## config.mk

```make
export PLATFORM = sky130hd
export DESIGN_NAME = lock_controller
export DESIGN_NICKNAME = d
export VERILOG_FILES = /design/src/rtl/lock_controller.sv
export SDC_FILE = /design/constraint.sdc
export NUM_CORES = 1
export LEC_CHECK = 0
export BUFFER_PORTS_ARGS = -buffer_cell sky130_fd_sc_hd__buf_4
export CAP_MARGIN = 40
export CORE_MARGIN = 3
export CORE_UTILIZATION = 25
export DETAILED_ROUTE_END_ITERATION = 16
export PLACE_DENSITY = 0.41
export SLEW_MARGIN = 20
export SYNTH_ARGS = -nofsm -noshare
export SYNTH_HDL_FRONTEND = slang
export SYNTH_SLANG_ARGS = --single-unit
```

## constraint.sdc

```tcl
create_clock -name clk -period 2.4 [get_ports clk]
set_input_delay 0.12 -clock clk [delete_from_list [all_inputs] [get_ports clk]]
set_output_delay 0.12 -clock clk [all_outputs]
set_load 0.02 [all_outputs]
```

## src/rtl/lock_controller.sv

```systemverilog
// Code lock FSM: synchronized switches/button, timed open, alarm and lockout.
// Ports: clk, rst_n, q/u/n/b code switches, d unlock button,
//   prog program button (only with LOCK_PROG_EN), led1/led2 active-low
//   open/alarm LEDs, state, fail_cnt. Macro LOCK_PROG_EN adds code programming.
module lock_controller #(
  parameter logic [3:0] DEFAULT_CODE = 4'b0101,
  parameter int MAX_FAIL    = 3,
  parameter int OPEN_TICKS  = 50000000,
  parameter int ALARM_TICKS = 25000000,
  parameter int LOCK_TICKS  = 250000000
) (
  input  logic       clk,
  input  logic       rst_n,
  input  logic       q,
  input  logic       u,
  input  logic       n,
  input  logic       b,
  input  logic       d,
`ifdef LOCK_PROG_EN
  input  logic       prog,
`endif
  output logic       led1,
  output logic       led2,
  output logic [2:0] state,
  output logic [2:0] fail_cnt
);

  localparam int MAXT0 = (OPEN_TICKS > ALARM_TICKS) ? OPEN_TICKS : ALARM_TICKS;
  localparam int MAXT  = (MAXT0 > LOCK_TICKS) ? MAXT0 : LOCK_TICKS;
  localparam int TW    = (MAXT > 1) ? $clog2(MAXT) : 1;

  localparam logic [TW-1:0] OPEN_LD  = TW'(OPEN_TICKS - 1);
  localparam logic [TW-1:0] ALARM_LD = TW'(ALARM_TICKS - 1);
  localparam logic [TW-1:0] LOCK_LD  = TW'(LOCK_TICKS - 1);
  localparam logic [3:0]    MAXF     = 4'(MAX_FAIL);

  typedef enum logic [2:0] {
    S_IDLE  = 3'd0,
    S_CHECK = 3'd1,
    S_OPEN  = 3'd2,
    S_FAIL  = 3'd3,
    S_LOCK  = 3'd4
  } state_e;

  state_e          state_q;
  logic [2:0]      fail_q;
  logic [TW-1:0]   timer_q;
  logic            open_q;
  logic            alarm_q;

  logic            d_s1_q, d_s2_q, d_edge_q;
  logic [3:0]      code_s1_q, code_s2_q;
  logic [3:0]      code_ref;
  logic            press;
  logic            prog_press;
  logic [3:0]      fail_inc;

  always_ff @(posedge clk or negedge rst_n) begin
    if (!rst_n) begin
      d_s1_q    <= 1'b0;
      d_s2_q    <= 1'b0;
      d_edge_q  <= 1'b0;
      code_s1_q <= 4'b0;
      code_s2_q <= 4'b0;
    end else begin
      d_s1_q    <= d;
      d_s2_q    <= d_s1_q;
      d_edge_q  <= d_s2_q;
      code_s1_q <= {q, u, n, b};
      code_s2_q <= code_s1_q;
    end
  end

  assign press = d_s2_q & ~d_edge_q;

`ifdef LOCK_PROG_EN
  logic p_s1_q, p_s2_q, p_edge_q;
  logic [3:0] code_q;

  always_ff @(posedge clk or negedge rst_n) begin
    if (!rst_n) begin
      p_s1_q   <= 1'b0;
      p_s2_q   <= 1'b0;
      p_edge_q <= 1'b0;
    end else begin
      p_s1_q   <= prog;
      p_s2_q   <= p_s1_q;
      p_edge_q <= p_s2_q;
    end
  end

  assign prog_press = p_s2_q & ~p_edge_q;

  // Code register only changes on a programming press while open.
  always_ff @(posedge clk or negedge rst_n) begin
    if (!rst_n) begin
      code_q <= DEFAULT_CODE;
    end else if (state_q == S_OPEN && prog_press) begin
      code_q <= code_s2_q;
    end
  end

  assign code_ref = code_q;
`else
  assign prog_press = 1'b0;
  assign code_ref   = DEFAULT_CODE;
`endif

  assign fail_inc = {1'b0, fail_q} + 4'd1;

  always_ff @(posedge clk or negedge rst_n) begin
    if (!rst_n) begin
      state_q <= S_IDLE;
      fail_q  <= 3'd0;
      timer_q <= '0;
      open_q  <= 1'b0;
      alarm_q <= 1'b0;
    end else begin
      case (state_q)
        S_IDLE: begin
          if (press) begin
            state_q <= S_CHECK;
          end
        end
        S_CHECK: begin
          if (code_s2_q == code_ref) begin
            state_q <= S_OPEN;
            fail_q  <= 3'd0;
            timer_q <= OPEN_LD;
            open_q  <= 1'b1;
          end else if (fail_inc == MAXF) begin
            state_q <= S_LOCK;
            fail_q  <= fail_inc[2:0];
            timer_q <= LOCK_LD;
            alarm_q <= 1'b1;
          end else begin
            state_q <= S_FAIL;
            fail_q  <= fail_inc[2:0];
            timer_q <= ALARM_LD;
            alarm_q <= 1'b1;
          end
        end
        S_OPEN: begin
          // Relock or reprogram drops whatever time is left.
          if (press || prog_press || timer_q == '0) begin
            state_q <= S_IDLE;
            timer_q <= '0;
            open_q  <= 1'b0;
          end else begin
            timer_q <= timer_q - TW'(1);
          end
        end
        S_FAIL: begin
          if (timer_q == '0) begin
            state_q <= S_IDLE;
            alarm_q <= 1'b0;
          end else begin
            timer_q <= timer_q - TW'(1);
          end
        end
        S_LOCK: begin
          if (timer_q == '0) begin
            state_q <= S_IDLE;
            fail_q  <= 3'd0;
            alarm_q <= 1'b0;
          end else begin
            timer_q <= timer_q - TW'(1);
          end
        end
        default: begin
          state_q <= S_IDLE;
          timer_q <= '0;
          open_q  <= 1'b0;
          alarm_q <= 1'b0;
        end
      endcase
    end
  end

  assign led1     = ~open_q;
  assign led2     = ~alarm_q;
  assign state    = state_q;
  assign fail_cnt = fail_q;

endmodule
```

==> results by group <==
Setup path
  • Crit path kind: reg2reg
  • Critical path, cell by cell: or3_4 > or4_4 > buf_6 > nor4_4 > buf_4 > nand2_1 > a21o_1 > o2bb2ai_2
  • CP endpoint: timer_q[20]$_DFFE_PN0P_
  • Kind of cell adding the most delay to the critical path: simple AND/OR/NAND/NOR gates
  • CP max-delay cell: or4_4
  • Crit. path cell count: 8
  • Req. time, crit path: roughly 2.6 ns
  • FF-to-FF End: timer_q[20]$_DFFE_PN0P_
  • Critical path buffers and inverters: 2
  • CP Data Arrival Time: 2.57 ns
  • CP startpoint: timer_q[5]$_DFFE_PN0P_
  • Crit start category: flip-flop
  • Worst reg2reg startpoint: timer_q[5]$_DFFE_PN0P_
  • Worst setup EP type: flip-flop
  • CP max FO: 7
  • R2R depth: 8
  • CP peak stage delay: slightly above 0.5 ns
  • Reg-to-reg setup timing slack: 0.04 ns

Layout
  • Fillers: 1027
  • Post-route cell area: 3500 sq um
  • Ratio of cells with drive above 1 in the final layout: 0.318
  • NumNets Final: 350
  • Area grow syn2layout: 34.0%
  • Ant. Diodes: 0
  • Cell Count, Final, Fillers Out: 473

Logic synthesis
  • Synthesized Nets: ~290
  • Synthesized flop and latch total: 47
  • Synth warn: 0
  • Cells after synthesis: 275
  • Post-synth ARST share: 1.00
  • Sequential fraction of the synthesis area: 0.450
  • Synth Cell Area: 2610 sq um
  • Distinct cells, synth: 52
  • EDFF count, synth: 0
  • Mean Syn Cell Area: 9.50 sq um
  • Main flop type after synthesis: dfrtp_1

STA
  • Min Tclk post-route: ~2.4 ns
  • Period Utilization, post-route: 0.983
  • Final setup skew: 0.00983 ns
  • Fin. Hold Viols: 0
  • RSZ-0062 raised after global routing: true
  • Worst rel slew slack: 0.550
  • Worst slew pin tran: 0.676 ns
  • Final setup fails: 0
  • Min Hold Slack: 0.357 ns
  • Max Slew Vio Count: 0
  • Final WS setup: roughly 0.04 ns
  • Fmax: roughly 0.42 GHz

Power
  • Cell Pwr Density: between 1000 and 1500 nW/um^2
  • Leakage: roughly 1.5 nW
  • Peak supply drop: roughly 0.44 mV

Outcome
  • Status: finished clean

Floorplan
  • Die X-Extent: 108 um
  • Die Footprint: 11700 sq um
  • Initial Utilization: 0.263
  • Core area: about 10000 sq um
  • Die height: approximately 110 um
  • I/O pin count: 15
  • Row Count: 36

Detailed routing
  • Vias/cell: 5.14
  • DRT Wirelength: about 8400 um
  • Via count: 2429
  • Average routed wire per standard cell: ~18 um
  • Detailed-route DRC error count: 0
  • DRT iter0 DRCs: 164
  • DRT Pass-1 Iters: 4
  • Post-route ant nets: 0

Clock network
  • Worst-case clock buffer depth: 2
  • Clk slew on worst S/H paths: 0.11 ns
  • TritonCTS clock tree: built
  • Num CTS Buffers: 5
  • Worst-Skew Late Latency: 0.31 ns
  • CTS H-tree depth: 2
  • Root Driver: clkbuf_8
  • Clock sink count: 47

Placed design
  • Placed Cells: 453
  • Pre-CTS setup slack: -0.113 ns
  • Cell Area, Placed: approximately 3200 sq um
  • Port Buffers: 14
  • Final Wtd Congestion: 0.810
  • HPWL Detailed: a little under 6000 um

Min path
  • WHS Path Cells: 0
  • Hold crit path type: reg2reg

Global route
  • Pin count of the biggest net entering global routing: 48
  • Grt ovf: 0
  • First-pass GRT wire length: 13700 um
  • Vias in the first global route: 2438
  • Initial antenna violation count: 0
  • GRT Overall Usage: 0.152

Job
  • Max_cap viols: 0
-- repair_timing --
item,4_1_cts,5_1_grt
setup buffers,3,3
cloned,1,0
hold endpoints to repair,52,0
hold buffers,6,0
resized for setup,17,12
endpoints found under the setup margin,28,32
pin swaps,4,6
-- worst min-delay path by stage --
stage                           start                       to  slack, ns
4_1_cts        code_s1_q[2]$_DFF_PN0_   code_s2_q[2]$_DFF_PN0_       0.36
5_1_grt        code_s1_q[0]$_DFF_PN0_   code_s2_q[0]$_DFF_PN0_       0.36
2_1_floorplan                   rst_n      alarm_q$_DFFE_PN0P_      -0.18
3_3_place_gp                    rst_n  fail_cnt[1]$_DFFE_PN0P_       0.19
3_5_place_dp                    rst_n  fail_cnt[1]$_DFFE_PN0P_       0.19
6_report       code_s1_q[2]$_DFF_PN0_   code_s2_q[2]$_DFF_PN0_       0.36
-- metrics by stage --
stage / setup TNS [ns] / power (W) / utilization
floorplan: 0 / 0.00293 / -
finish: 0 / 0.00490 / 0.352
global route: -0.524 / 0.00528 / 0.352
detailed placement: -1.57 / 0.00407 / 0.317
CTS: -0.138 / 0.00482 / 0.345
global placement: -0.926 / 0.00406 / 0.317
-- metal layers --
layer	wire length, um	GRT usage	part of all wire	vias up
met5	0	0	0	-
met4	102	0.0388	0.012	0
met3	253	0.0197	0.030	7
met2	3870	0.234	0.46	39
met1	4150	0.225	0.50	1228
li1	-	-	-	1155
-- cells in the mapped netlist, types with 6 or more instances --
cell type,n,share of area
o31ai_1,6,0.017
or3_1,7,0.017
a31oi_1,11,0.026
o21ai_0,7,0.013
nor4_1,8,0.019
nand2_1,16,0.023
nor2_1,21,0.030
a22o_1,8,0.027
dfrtp_1,47,0.45
a21oi_1,13,0.025
o2bb2ai_1,12,0.040
nor3_1,13,0.025
inv_1,14,0.020
o21ai_1,21,0.040
-- sequential cells by signal, indices dropped and copies added (netlist names) --
register   count
fail_cnt       3
code_s1_q      4
open_q         1
state          3
d_edge_q       1
timer_q       28
alarm_q        1
d_s1_q         1
d_s2_q         1
code_s2_q      4
-- area by class of cell --
cell class	instances	area (sq um)	share of cell area
clock inverter	3	27.5	0.00786
clock buffer	5	68.8	0.0196
timing repair buffer	69	573	0.164
multi-input combinational	202	1440	0.411
tap	133	166	0.0475
sequential	47	1180	0.336
inverter	14	52.6	0.0150
-- worst register-to-register path, stage by stage (launching register included) --
cell and delay [ns]:
dfrtp_1 0.39, or3_4 0.39, or4_4 0.51, buf_6 0.18
nor4_4 0.30, buf_4 0.16, nand2_1 0.05, a21o_1 0.17
o2bb2ai_2 0.11
-- where the power goes --
part	leakage [nW]	internal (W)	switching (W)	total, W
Sequential	0.595	0.00103	0.000266	0.00130
Combinational	0.839	0.00137	0.00170	0.00307
Clock	0.0467	0.000217	0.000323	0.000540
-- cells by family (layout without fill, tap and decap cells) --
| family | after synthesis | after routing | synth area share |
|---|---|---|---|
| XOR/XNOR | 2 | 2 | 0.00670 |
| buffers and inverters | 27 | 91 | 0.0522 |
| adder cells (fa/ha/maj) | 4 | 4 | 0.0191 |
| AND/OR/NAND/NOR | 97 | 98 | 0.211 |
| multiplexers | 1 | 1 | 0.00431 |
| AO/OA/AOI/OAI | 97 | 97 | 0.257 |
| flip-flops | 47 | 47 | 0.450 |
-- placed cells by master, fill, tap and decap left out, types with 5 or more instances in the layout --
master / synthesis / final
o21ai_1: 21 / 19
clkbuf_8: 0 / 5
nor3_1: 13 / 9
dlygate4sd3_1: 0 / 6
dfrtp_1: 47 / 47
nor2_1: 21 / 20
a21oi_1: 13 / 13
o21ai_0: 7 / 7
o2bb2ai_1: 12 / 9
inv_1: 14 / 14
o31ai_1: 6 / 6
buf_4: 2 / 57
a31oi_1: 11 / 9
a22o_1: 8 / 8
or3_1: 7 / 5
nand2_1: 16 / 16
Power figures use the tool's default switching activity.
